--- src/rtl/fault_event_monitor.sv ---
// Debounces the classifier fault code, keeps sticky alarm/overflow flags and
// queues each qualified code change as a timestamped event for the host.
module fault_event_monitor #(
    parameter int unsigned DEBOUNCE   = 16,
    parameter int unsigned FIFO_DEPTH = 4,
    parameter int unsigned TS_W       = 16
) (
    input  logic            clk,
    input  logic            rst,
    input  logic [1:0]      fault,
    input  logic [31:0]     rms,
    input  logic            alarm_clr,
    input  logic            evt_ready,
    output logic            evt_valid,
    output logic [1:0]      evt_code,
    output logic [1:0]      evt_prev,
    output logic [31:0]     evt_rms,
    output logic [TS_W-1:0] evt_ts,
    output logic [1:0]      stable,
    output logic            alarm,
    output logic            overflow
);

    localparam int unsigned CNT_W = $clog2(DEBOUNCE);
    localparam int unsigned PTR_W = (FIFO_DEPTH > 1) ? $clog2(FIFO_DEPTH) : 1;

    typedef enum logic {ST_STABLE, ST_QUALIFY} state_t;

    typedef struct packed {
        logic [1:0]      code;
        logic [1:0]      prev;
        logic [31:0]     rms;
        logic [TS_W-1:0] ts;
    } evt_t;

    state_t          state, state_nx;
    logic [1:0]      cand, cand_nx, stable_nx;
    logic [CNT_W-1:0] cnt, cnt_nx;
    logic            qualify;
    logic [TS_W-1:0] ts;

    evt_t            mem [FIFO_DEPTH];
    evt_t            head;
    logic [PTR_W-1:0] wptr, rptr;
    logic [PTR_W:0]  count;
    logic            full, pop, push, drop;

    always_comb begin
        state_nx  = state;
        cand_nx   = cand;
        cnt_nx    = cnt;
        stable_nx = stable;
        qualify   = 1'b0;
        if (fault != cand) begin
            cand_nx  = fault;
            cnt_nx   = CNT_W'(1);
            state_nx = (fault == stable) ? ST_STABLE : ST_QUALIFY;
        end else if (state == ST_QUALIFY) begin
            if (cnt == CNT_W'(DEBOUNCE - 1)) begin
                stable_nx = cand;
                qualify   = 1'b1;
                state_nx  = ST_STABLE;
            end else begin
                cnt_nx = cnt + CNT_W'(1);
            end
        end
    end

    // A push into a full FIFO is still accepted when the head leaves on the same edge.
    assign full      = (count == (PTR_W+1)'(FIFO_DEPTH));
    assign evt_valid = (count != '0);
    assign pop       = evt_valid && evt_ready;
    assign push      = qualify && (!full || pop);
    assign drop      = qualify && full && !pop;

    assign head     = mem[rptr];
    assign evt_code = evt_valid ? head.code : '0;
    assign evt_prev = evt_valid ? head.prev : '0;
    assign evt_rms  = evt_valid ? head.rms  : '0;
    assign evt_ts   = evt_valid ? head.ts   : '0;

    always_ff @(posedge clk) begin
        if (rst) begin
            state    <= ST_STABLE;
            cand     <= '0;
            cnt      <= '0;
            stable   <= '0;
            ts       <= '0;
            wptr     <= '0;
            rptr     <= '0;
            count    <= '0;
            alarm    <= 1'b0;
            overflow <= 1'b0;
        end else begin
            state  <= state_nx;
            cand   <= cand_nx;
            cnt    <= cnt_nx;
            stable <= stable_nx;
            ts     <= ts + TS_W'(1);
            if (push) wptr <= wptr + PTR_W'(1);
            if (pop)  rptr <= rptr + PTR_W'(1);
            if (push && !pop)      count <= count + (PTR_W+1)'(1);
            else if (pop && !push) count <= count - (PTR_W+1)'(1);
            if (qualify && cand != 2'b00)          alarm <= 1'b1;
            else if (alarm_clr && stable == 2'b00) alarm <= 1'b0;
            if (drop)           overflow <= 1'b1;
            else if (alarm_clr) overflow <= 1'b0;
        end
    end

    always_ff @(posedge clk) begin
        if (!rst && push)
            mem[wptr] <= '{code: cand, prev: stable, rms: rms, ts: ts};
    end

endmodule

--- config.mk ---
export PLATFORM = sky130hd
export DESIGN_NAME = fault_event_monitor
export DESIGN_NICKNAME = d
export VERILOG_FILES = /design/src/rtl/fault_event_monitor.sv
export SDC_FILE = /design/constraint.sdc
export NUM_CORES = 1
export LEC_CHECK = 0
export CORE_ASPECT_RATIO = 0.5
export CORE_MARGIN = 8
export CORE_UTILIZATION = 25
export DETAILED_ROUTE_END_ITERATION = 7
export HOLD_SLACK_MARGIN = 0.08
export PLACE_DENSITY = 0.47
export SYNTH_ARGS = -nofsm -noshare
export SYNTH_HDL_FRONTEND = slang
export SYNTH_SLANG_ARGS = --single-unit
--- constraint.sdc ---
create_clock -name clk -period 7.45 [get_ports clk]
set_input_delay 2.235 -clock clk [delete_from_list [all_inputs] [get_ports clk]]
set_output_delay 2.235 -clock clk [all_outputs]
set_load 0.02 [all_outputs]
# Word level (Yosys, flattened, before mapping)
# Memories as Yosys holds them, arrays and structs flattened. A register that Yosys moved wholly into a read port is not among the register bits.
# Cells that the tools add are included.
totals:
  regBits: 34
  latchBits: 0
  ram_bits: 208
  romBits: 0
  out_inout_bits: 57
  wordCells: 74
  memories: 1
op_classes:
  n_addsub: 6
  mul: 0
  div: 0
  magnitude_cmp: 0
  n_eq_ne: 5
  shifts: 0
  n_mux: 24
  n_bitwise: 2
  reduce_logical: 25
memory_table:
  columns: ["name", "words", "word_bits", "rd", "rd_clocked_by_memory_dff", "wr", "line_no", "source"]
  rows:
  - ["mem", 4, 52, 1, 1, 1, "42", "evt_t mem [FIFO_DEPTH];"]
ops:
  columns: ["cell", "n"]
  rows:
  - ["$mux 32", 1]
  - ["$add 16x1->16 const B", 1]
  - ["$mux 1", 16]
  - ["$mux 16", 1]
  - ["$reduce_bool 2->1", 5]
  - ["$logic_and 1x1->1", 9]
  - ["$mux 2", 4]
  - ["$mux 3", 2]
  - ["$add 2x1->2 const B", 2]
  - ["$add 4x1->4 const B", 1]
  - ["$eq 4x4->1 const B", 1]
  - ["$logic_not 1->1", 4]
  - ["$reduce_and 2->1", 2]
  - ["$add 3x1->3 const B", 1]
  - ["$eq 3x3->1 const B", 1]
  - ["$reduce_and 3->1", 1]
  - ["$reduce_bool 3->1", 1]
  - ["$sub 3x1->3 const B", 1]
  - ["$eq 2x2->1", 1]
  - ["$logic_not 2->1", 1]
  - ["$ne 2x2->1", 1]
  - ["$ne 2x2->1 const B", 1]
  - ["$not 1->1", 2]
  - ["$reduce_or 2->1", 1]
  - ["$logic_or 1x1->1", 1]

# Depth between registers and ports, before layout
# Gate-level depths: netlist of run 1.
depth:
  word_depth: 9
  mapped_depth: 10
  depth_no_buf: 10

# Least setup slack after synthesis of run 1
# Ideal clock, no wire load.
synth_timing:
  kind: "in2reg"
  start: "input fault[0]"
  end: "memory mem[0][0] (netlist name) (enable)"
  setup_ns: 0.537
  arrival_time_ns: 6.832
  required_time_ns: 6.913
  slack_ns: 0.081
  stages: 3
  cell_sequence: "xor2_1 > or4_4 > nor3b_1"
synth_via:
  elab_chain_cells: 6
synth_lines:
  columns: ["element", "line_no", "source"]
  rows:
  - ["start, declared", "10", "input logic [1:0] fault,"]
  - ["$ne 2x2->1", "54", "if (fault != cand) begin"]
  - ["$mux 1", "54", null]
  - ["$logic_and 1x1->1", "73", "assign push = qualify && (!full || pop);"]
  - ["$logic_and 1x1->1", "112", "if (!rst && push)"]
  - ["$mux 1", "112", null]
  - ["$mux 1 (implied by the code)", "113", "mem[wptr] <= '{code: cand, prev: stable, rms: rms, ts: ts};"]
  - ["end, declared", "42", null]
# No other way between the ends.

==> flow_metrics.env, run 1 <==
export IMPL_p_sw_mw=1.06
export IMPL_floorplan_rows=50
export IMPL_pwr_share_clk=0.337
export IMPL_finalSetupTns_ns=0
export IMPL_cts_root_buf="clkbuf_16"
export IMPL_nFillCells=3614
export IMPL_dp_hpwl_mm=11.8
export IMPL_worst_r2r_startpoint="cnt[0]$_SDFFE_PP0P_"
export IMPL_synthesis_area_um2=9510
export IMPL_grt_remaining_overflow=0
export IMPL_hold_path_end="overflow$_SDFFE_PP0P_"
export IMPL_global_route_usage_total=0.0903
export IMPL_finalSetupViolations=0
export IMPL_fp_coreArea_um2=37400
export IMPL_internal_power_mw=2.68
export IMPL_drive_above_1_share=0.175
export IMPL_globalRouteMet3Util=0.0141
export IMPL_fin_crit_sh=0.723
export IMPL_power_switching_share=0.284
export IMPL_finClkSkew_ns=0.00791
export IMPL_routed_wirelength_mm=20.6
export IMPL_ys_ff_latch=244
export IMPL_critical_path_slowest_cell="dfxtp_4"
export IMPL_hold_path_startpoint="overflow$_SDFFE_PP0P_"
export IMPL_cp_required_ns=5.22
export IMPL_remaining_drc_errors=0
export IMPL_postCtsResizedCells=0
export IMPL_fp_dieArea_um2=44900
export IMPL_criticalPathCategory="register to primary output"
export IMPL_grt_setup_unrepaired="no"
export IMPL_pin_count_of_the_biggest_net_entering_global_routing=53
export IMPL_first_global_vias=5402
export IMPL_power_static_leakage_nw=3.63
export IMPL_die_height_um=154
export IMPL_timing_reg2reg_worst_path_depth=10
export IMPL_synth_nets=560
export IMPL_worst_hold_path_type="register to register"
export IMPL_type_of_origin_of_the_critical_path="register"
export IMPL_register_to_register_setup_slack_ns=4.73
export IMPL_syn_mean_instance_area_um2=18.5
export IMPL_detail_route_wl_per_cell_um=18.1
export IMPL_antenna_found_initial=1
export IMPL_hold_path_depth=2
export IMPL_outcome="finished clean"
export IMPL_route_detailed_vias_per_inst=4.29
export IMPL_total_power_mw=3.75
export IMPL_crit_path_cell_chain="buf_4, mux4_2, nor2b_1, clkdlybuf4s50_1"
export IMPL_mostFrequentLayoutCell="edfxtp_1"
export IMPL_irDropWorstVdd_mv=0.133
export IMPL_design_final_nets=667
export IMPL_number_of_cts_inserted_buffers=26
export IMPL_port_buffers=94
export IMPL_maxSlewViolCount=0
export IMPL_yosysWarningCount=0
export IMPL_grt_pass1_wl_mm=32.3
export IMPL_tightestPinTransition_ns=0.998
export IMPL_regToRegEndpoint="count[2]$_SDFFE_PP0P_"
export IMPL_drt_initial_drc_count=198
export IMPL_endpoint_type_of_the_worst_setup_path="primary output"
export IMPL_grtUsageMet2=0.164
export IMPL_synth_main_ff_cell="edfxtp_1"
export IMPL_synth_seq_area_share=0.733
export IMPL_p_comb_frac=0.251
export IMPL_max_freq_mhz=186
export IMPL_final_seq_area_um2=6970
export IMPL_drv_cap=0
export IMPL_crit_buf_inv=2
export IMPL_worstPathArrival_ns=3.15
export IMPL_clock_path_buffers=3
export IMPL_vias=4860
export IMPL_gp_congestion=0.672
export IMPL_die_span_in_x_um=292
export IMPL_met1_usage=0.112
export IMPL_ys_types=38
export IMPL_clock_latency_of_the_later_clocked_register_in_the_worst_skew_pair_ns=0.52
export IMPL_cts_hold_repair_buffers=0
export IMPL_number_of_flops_mapped_to_enable_cells_by_yosys=208
export IMPL_tritoncts_clock_tree="built"
export IMPL_clk_pin_slew_worst_paths_ns=0.06
export IMPL_drt_pass1_iterations=6
export IMPL_timing_critical_path_max_delay_family="buffers and inverters"
export IMPL_antenna_violating_nets_post_route=0
export IMPL_synth_cells=514
export IMPL_ios=95
export IMPL_post_cts_setup_buffer_count=0
export IMPL_count_of_inserted_antenna_diode_cells=0
export IMPL_async_reset_ff_frac=0
export IMPL_cts_num_sinks=244
export IMPL_layer_with_the_highest_usage_after_global_routing="met2"
export IMPL_max_stage_delay_ns=0.87
export IMPL_hold_viol_final=0
export IMPL_cp_max_fo=36
export IMPL_htree_levels=1
export IMPL_area_of_the_multi_input_gates_um2=2430
export IMPL_normalized_max_slew_margin=0.331
export IMPL_power_density_cell_area_nw_per_um2=314
export IMPL_share_seq_of_total_power=0.412
export IMPL_layout_min_cycle_time_ns=5.39
export IMPL_initial_core_utilization=0.254
export IMPL_layout_common_cells="208 x edfxtp_1, 93 x clkdlybuf4s50_1, 58 x nor2b_1"
export IMPL_syn_to_final_growth_pct=25.3
[cell type report]
type,instances,area share
sequential,244,0.585
tap,494,0.0519
inverter,12,0.00389
timing repair buffer,102,0.0847
multi-input combinational,235,0.204
clock inverter,12,0.00872
clock buffer,35,0.0618
[synthesized netlist by cell type, types with 9 or more instances]
cell type  number  share of area
a21oi_1        13         0.0068
nor2b_1        58          0.038
mux4_2         52           0.12
edfxtp_1      208           0.66
nor2_1         16         0.0063
nand4_1         9         0.0059
dfxtp_1        36          0.076
inv_1          11         0.0043
clkbuf_1       16         0.0063
[how the worst max path moves through the flow]
stage,start,to,slack [ns],depth (start not counted)
finish,register,evt_rms[21],2.06,4
global route,register,evt_rms[21],1.80,4
CTS,register,evt_rms[21],1.91,4
detailed placement,fault[0],count[2]$_SDFFE_PP0P_,2.46,10
global placement,fault[0],mem[3][40]$_DFFE_PP_,2.49,5
floorplan,fault[0],mem[0][0]$_DFFE_PP_,0.08,3
[flip-flops by register name, indices dropped and copies added, names as in the netlist, named ones only]
| register | cells |
|---|---|
| ts | 16 |
| cand | 2 |
| count | 3 |
| alarm | 1 |
| mem | 208 |
| stable | 2 |
| cnt | 4 |
| state | 1 |
| rptr | 2 |
| overflow | 1 |
| wptr | 2 |
[stage by stage]
stage	area [µm²]	cells	hold WS, ns	setup slack, ns	utilization
2_1_floorplan	9510	514	0.465	0.0808	-
3_3_place_gp	11100	1087	0.449	2.49	0.296
3_5_place_dp	11100	1087	0.454	2.46	0.296
4_1_cts	11900	1134	0.463	1.91	0.318
5_1_grt	11900	1134	0.492	1.80	0.318
6_report	11900	1134	0.458	2.06	0.318
[worst register-to-register path, stage by stage, from the launching register on]
cell and delay (ns):
dfxtp_1 0.37, ha_1 0.27, nand4_1 0.18, or4_4 0.51, clkinv_2 0.11, ha_1 0.18
inv_1 0.06, fa_1 0.37, xor2_1 0.18, or3_1 0.30, a21oi_1 0.13
[kinds of logic after synthesis]
logic type,synth area share
AND/OR/NAND/NOR,0.0754
flip-flops,0.733
XOR/XNOR,0.0120
buffers and inverters,0.0149
multiplexers,0.132
AO/OA/AOI/OAI,0.0222
adder cells (fa/ha/maj),0.0113
[power groups by stage]
| stage | logic, mW | clock network (mW) | registers (mW) |
|---|---|---|---|
| 2_1_floorplan | 0.515 | 0 | 1.53 |
| 3_3_place_gp | 0.982 | 0 | 1.57 |
| 3_5_place_dp | 0.976 | 0 | 1.58 |
| 4_1_cts | 0.982 | 1.31 | 1.55 |
| 5_1_grt | 1.01 | 1.36 | 1.55 |
| 6_report | 0.942 | 1.26 | 1.54 |
[routing by layer]
metal	vias to the layer above	wire length [µm]	part of all wire
met5	-	13	0.00063
met4	2	430	0.021
met3	39	571	0.028
met2	62	10700	0.52
met1	2506	8830	0.43
li1	2251	-	-
(Power assumes the default switching activity.)
==> inputs of run 2 (changes only) <==
--- a/config.mk
+++ b/config.mk
@@ -10,7 +10,7 @@
 export CORE_UTILIZATION = 25
 export DETAILED_ROUTE_END_ITERATION = 7
 export HOLD_SLACK_MARGIN = 0.08
-export PLACE_DENSITY = 0.47
+export PLACE_DENSITY = 0.45
 export SYNTH_ARGS = -nofsm -noshare
 export SYNTH_HDL_FRONTEND = slang
 export SYNTH_SLANG_ARGS = --single-unit
==> constraint.sdc (replaced) <==
create_clock -name clk -period 5.3 [get_ports clk]
set_input_delay 1.59 -clock clk [delete_from_list [all_inputs] [get_ports clk]]
set_output_delay 1.59 -clock clk [all_outputs]
set_load 0.02 [all_outputs]
==> run 2 against run 1 <==
Compared with the run above: design area about the same; clock skew up 0.0065 ns; die area is the same; critical path type unchanged.
==> flow_metrics.env, run 2 (synthesis gave the netlist of run 1 again) <==
export IMPL_fp_coreArea_um2=37400
export IMPL_cts_root_buf="clkbuf_16"
export IMPL_tritoncts_clock_tree="built"
export IMPL_worstPathArrival_ns=2.82
export IMPL_fp_dieArea_um2=44900
export IMPL_largest_reg_flops=208
export IMPL_layout_min_cycle_time_ns=4.41
export IMPL_finalSetupViolations=0
export IMPL_register_to_register_setup_slack_ns=2.53
export IMPL_ios=95
export IMPL_top_regs="mem: 208 flops, ts: 16 flops, cnt: 4 flops"
export IMPL_max_freq_mhz=227
export IMPL_outcome="finished clean"
export IMPL_grtUsageMet2=0.166
export IMPL_layout_common_cells="208 x edfxtp_1, 93 x clkdlybuf4s50_1, 58 x nor2b_1"
export IMPL_crit_path_cell_chain="buf_4, mux4_2, nor2b_1, clkdlybuf4s50_1"
export IMPL_pwr_share_clk=0.319
export IMPL_number_of_cts_inserted_buffers=25
export IMPL_cts_hold_repair_buffers=0
export IMPL_normalized_max_slew_margin=0.347
export IMPL_remaining_drc_errors=0
export IMPL_power_static_leakage_nw=3.59
export IMPL_total_power_mw=5.19
export IMPL_postCtsResizedCells=0
export IMPL_antenna_violating_nets_post_route=0
export IMPL_drv_cap=0
export IMPL_power_density_cell_area_nw_per_um2=436
export IMPL_hold_viol_final=0
export IMPL_drive_above_1_share=0.175
export IMPL_drt_pass1_iterations=4
export IMPL_max_stage_delay_ns=0.69
export IMPL_post_cts_setup_buffer_count=0
export IMPL_met1_usage=0.106
export IMPL_route_detailed_vias_per_inst=4.25
export IMPL_grt_pass1_wl_mm=31.5
export IMPL_clk_pin_slew_worst_paths_ns=0.06
export IMPL_design_final_nets=669
export IMPL_htree_levels=1
export IMPL_layer_with_the_highest_usage_after_global_routing="met2"
export IMPL_initial_core_utilization=0.254
export IMPL_post_place_cells=1090
export IMPL_floorplan_rows=50
export IMPL_critical_path_slowest_cell="dfxtp_4"
export IMPL_internal_power_mw=3.70
export IMPL_type_of_origin_of_the_critical_path="register"
export IMPL_die_height_um=154
export IMPL_clock_latency_of_the_later_clocked_register_in_the_worst_skew_pair_ns=0.51
export IMPL_antenna_found_initial=0
export IMPL_die_span_in_x_um=292
export IMPL_endpoint_type_of_the_worst_setup_path="primary output"
export IMPL_first_global_vias=5302
export IMPL_grt_setup_unrepaired="no"
export IMPL_power_switching_share=0.287
export IMPL_worst_hold_path_type="register to register"
export IMPL_gp_congestion=0.678
export IMPL_vias=4822
export IMPL_dp_hpwl_mm=11.9
export IMPL_maxSlewViolCount=0
export IMPL_drt_initial_drc_count=178
export IMPL_syn_to_final_growth_pct=25.3
export IMPL_criticalPathCategory="register to primary output"
export IMPL_detail_route_wl_per_cell_um=17.8
export IMPL_final_instance_count_excl_fill=1134
export IMPL_share_seq_of_total_power=0.416
export IMPL_fin_crit_sh=0.831
export IMPL_clock_path_buffers=3
export IMPL_cp_max_fo=24
export IMPL_cp_required_ns=3.71
export IMPL_grt_remaining_overflow=0
export IMPL_irDropWorstVdd_mv=0.157
export IMPL_cts_num_sinks=244
export IMPL_p_comb_frac=0.265
export IMPL_p_sw_mw=1.49
export IMPL_pin_count_of_the_biggest_net_entering_global_routing=53
export IMPL_global_route_usage_total=0.0887
export IMPL_mostFrequentLayoutCell="edfxtp_1"
export IMPL_port_buffers=94
export IMPL_count_of_inserted_antenna_diode_cells=0
export IMPL_globalRouteMet3Util=0.0139
export IMPL_tightestPinTransition_ns=0.980
export IMPL_post_route_util=0.318
export IMPL_finClkSkew_ns=0.0144
export IMPL_routed_wirelength_mm=20.1
export IMPL_top_register="mem"
[run 2: stage by stage]
step                      TNS, ns  hold slack, ns  cell area (µm²)  setup slack [ns]
after floorplan           -296.22           0.465             9510             -1.42
after global placement          0           0.456            11100             0.970
after detailed placement        0           0.458            11100             0.943
after CTS                       0           0.465            11900             0.763
after global routing            0           0.488            11900             0.683
final                           0           0.456            11900             0.894
[run 2: area by class of cell]
class	instances	area, µm²
Clock inverter	11	104
Timing Repair Buffer	105	1080
Fill cell	3629	25500
Sequential cell	244	6970
Tap cell	494	618
Clock buffer	33	666
Inverter	12	46.3
Multi-Input combinational cell	235	2430
[run 2: path summary, 6_finish.rpt]
| kind | start | end | cells after the start |
|---|---|---|---|
| hold reg to reg | overflow$_SDFFE_PP0P_ | overflow$_SDFFE_PP0P_ | 2 |
| setup / recovery | register | evt_ts[8] | 4 |
| hold / removal | overflow$_SDFFE_PP0P_ | overflow$_SDFFE_PP0P_ | 2 |
| setup reg to reg | cnt[0]$_SDFFE_PP0P_ | count[2]$_SDFFE_PP0P_ | 10 |
[run 2: worst max-delay path: cells and delay by family, from the launching register on]
family,cells,cell delay (ns)
flip-flops,1,0.69
multiplexers,1,0.56
AND/OR/NAND/NOR,1,0.15
buffers and inverters,2,0.88
[run 2: power by group through the flow]
stage                     combinational, mW  sequential (mW)  clock (mW)
after floorplan                       0.734             2.15           0
after global placement                 1.44             2.21           0
after detailed placement               1.43             2.21           0
after CTS                              1.44             2.17        1.71
after global routing                   1.48             2.17        1.79
final                                  1.38             2.16        1.65
[run 2: per-layer routing]
metal | wire length [µm] | share of wire | vias to the layer above
met5 | 0 | 0 | -
met4 | 420 | 0.021 | 0
met3 | 490 | 0.024 | 31
met2 | 10900 | 0.54 | 49
met1 | 8370 | 0.42 | 2480
li1 | - | - | 2262
==> RTL edit, RTL diff (config.mk and constraints of run 2) <==
Make the reset (`rst`) asynchronous in one clocked block.
--- a/src/rtl/fault_event_monitor.sv
+++ b/src/rtl/fault_event_monitor.sv
@@ -79,7 +79,7 @@
     assign evt_rms  = evt_valid ? head.rms  : '0;
     assign evt_ts   = evt_valid ? head.ts   : '0;
 
-    always_ff @(posedge clk) begin
+    always_ff @(posedge clk or posedge rst) begin
         if (rst) begin
             state    <= ST_STABLE;
             cand     <= '0;
Formal check against the unedited RTL: same outputs for any inputs over 10 cycles, from zero or initial values and one cycle with rst high; that may be too few to reach the edited logic, so the function may still have changed.
==> RTL edit against run 2 <==
  * Die area increased by 0.23%
  * Power increased by 7.1%
  * Synthesized area increased by 0.25%
  * Setup slack got worse by 0.0071 ns
  * Sequential cell count decreased by 2
  * Critical path type unchanged
  * First-iteration DRC count increased by 31%
  * Critical endpoint is now evt_rms[14]
  * Routed wire length decreased by 0.21%
  * Utilization decreased by 0.29 points
  * Cell area decreased by 0.74%
  * Sequential share of layout area increased by 1.5 points
==> RTL edit: results (changes against run 2) <==
### Detailed routing
* 233 — number of DRC markers after the initial detailed-route iteration, was 178
* 10800 um — wire length on met2, was 10900 um
* 20100 um — Routed WL, about the same
* 4.17 — average vias per placed instance, was 4.25
* 8440 um — met1 layer wirelength in the final routing, was 8370 um

### Yosys
* sky130_fd_sc_hd__edfxtp_1, sky130_fd_sc_hd__mux4_2, sky130_fd_sc_hd__dfrtp_1 — ranking of synthesized cells by area, was sky130_fd_sc_hd__edfxtp_1, sky130_fd_sc_hd__mux4_2, sky130_fd_sc_hd__dfxtp_1
* 14.0% — Async SR Flop Fraction, was 0%
* 74.4% — share of synthesized area occupied by flip-flops and latches, was 73.3%
* 36 — number of unique standard cell types used by synthesis, was 38
* 20.3 um^2 — Mean Syn Cell Area, was 18.5 um^2
* sky130_fd_sc_hd__edfxtp_1, sky130_fd_sc_hd__and2_1, sky130_fd_sc_hd__mux4_2, sky130_fd_sc_hd__dfrtp_1, sky130_fd_sc_hd__xor2_1 — most instantiated cells after synthesis, was sky130_fd_sc_hd__edfxtp_1, sky130_fd_sc_hd__nor2b_1, sky130_fd_sc_hd__mux4_2, sky130_fd_sc_hd__dfxtp_1

### STA
* 0.0153 ns — clk_skew, was 0.0144 ns

### Global routing
* 31500 um — wire length of the first global-routing pass, about the same
* 1.48% — GR met3 Demand/Resource, was 1.39%
* 56 — pin count of the biggest net entering global routing, was 53
* 8.86% — global routing usage summed across all routing layers, was 8.87%
* 16.8% — met2 GRT Util, was 16.6%

### Place
* 0.662 — Final GP Congestion, was 0.678
* 1046 — Inst Count DP, was 1090
* 11400 um — detailed placement HPWL, was 11900 um

### Cells and area
* 1090 — Finished Layout Cells, was 1134
* 17.4% — share of layout cells above drive strength 1, was 17.5%

### Status
* completed — outcome, unchanged

### Power
* 3.99 nW — Leak, was 3.59 nW
* 29.1% — relative contribution of the clock network to total power, was 31.9%
* 40.5% — relative contribution of sequential cells to total power, was 41.6%

### Worst setup path
* count[2] — terminus of the critical flop-to-flop path, unchanged
* 21 — Max FO, Critical Path, was 24
* 9 — length in cells of the worst reg-to-reg path, was 10
* evt_rms[14] — crit path to, was evt_ts[8]
* 2.83 ns — register-to-register setup slack, was 2.53 ns

### Min path
* overflow — startpoint of the most critical hold path, unchanged

==> RTL edit: cell count changes after synthesis, moves of 6 or more <==
cell,change
sky130_fd_sc_hd__a21oi_1,-10
sky130_fd_sc_hd__xor2_1,+7
sky130_fd_sc_hd__dfrtp_1,+34
sky130_fd_sc_hd__nor2_1,-10
sky130_fd_sc_hd__clkbuf_1,-7
sky130_fd_sc_hd__o31ai_1,-6
sky130_fd_sc_hd__o21ai_0,-6
sky130_fd_sc_hd__nor2b_1,-58
sky130_fd_sc_hd__dfxtp_1,-36
sky130_fd_sc_hd__and2_1,+52
==> RTL edit: cells by family after synthesis <==
logic type	Yosys count	synth area share, %
DFF	242	74.4
and+or+nand+nor	99	6.29
muxes	57	13.1
buffers and inverters	31	2.23
xor gates and xnor gates	24	2.20
AOI/OAI and AO/OA	9	0.643
adders and majority gates	8	1.13
==> RTL edit: critical path: stages, from the launching register on <==
cell and delay, ns:
sky130_fd_sc_hd__dfrtp_4 0.72, sky130_fd_sc_hd__buf_4 0.33, sky130_fd_sc_hd__mux4_2 0.53, sky130_fd_sc_hd__and2_1 0.18
sky130_fd_sc_hd__clkdlybuf4s50_1 0.54
==> RTL edit: layout make-up <==
cell class	count	share of cell area [%]
sequential	242	60.1
clock inverter	10	0.719
clock buffer	34	5.65
timing repair buffer	103	9.06
inverter	10	0.317
tap	494	5.23
multi-input combinational	197	19.0
==> RTL edit: metrics by stage <==
stage | setup slack [ns] | TNS [ns] | area [um^2] | hold WS (ns)
after floorplan | -1.20 | -247.92 | 9530 | 0.449
after global routing | 0.709 | 0 | 11800 | 0.510
final | 0.886 | 0 | 11800 | 0.491
after CTS | 0.762 | 0 | 11800 | 0.495
after global placement | 1.33 | 0 | 11100 | 0.487
after detailed placement | 1.32 | 0 | 11100 | 0.477
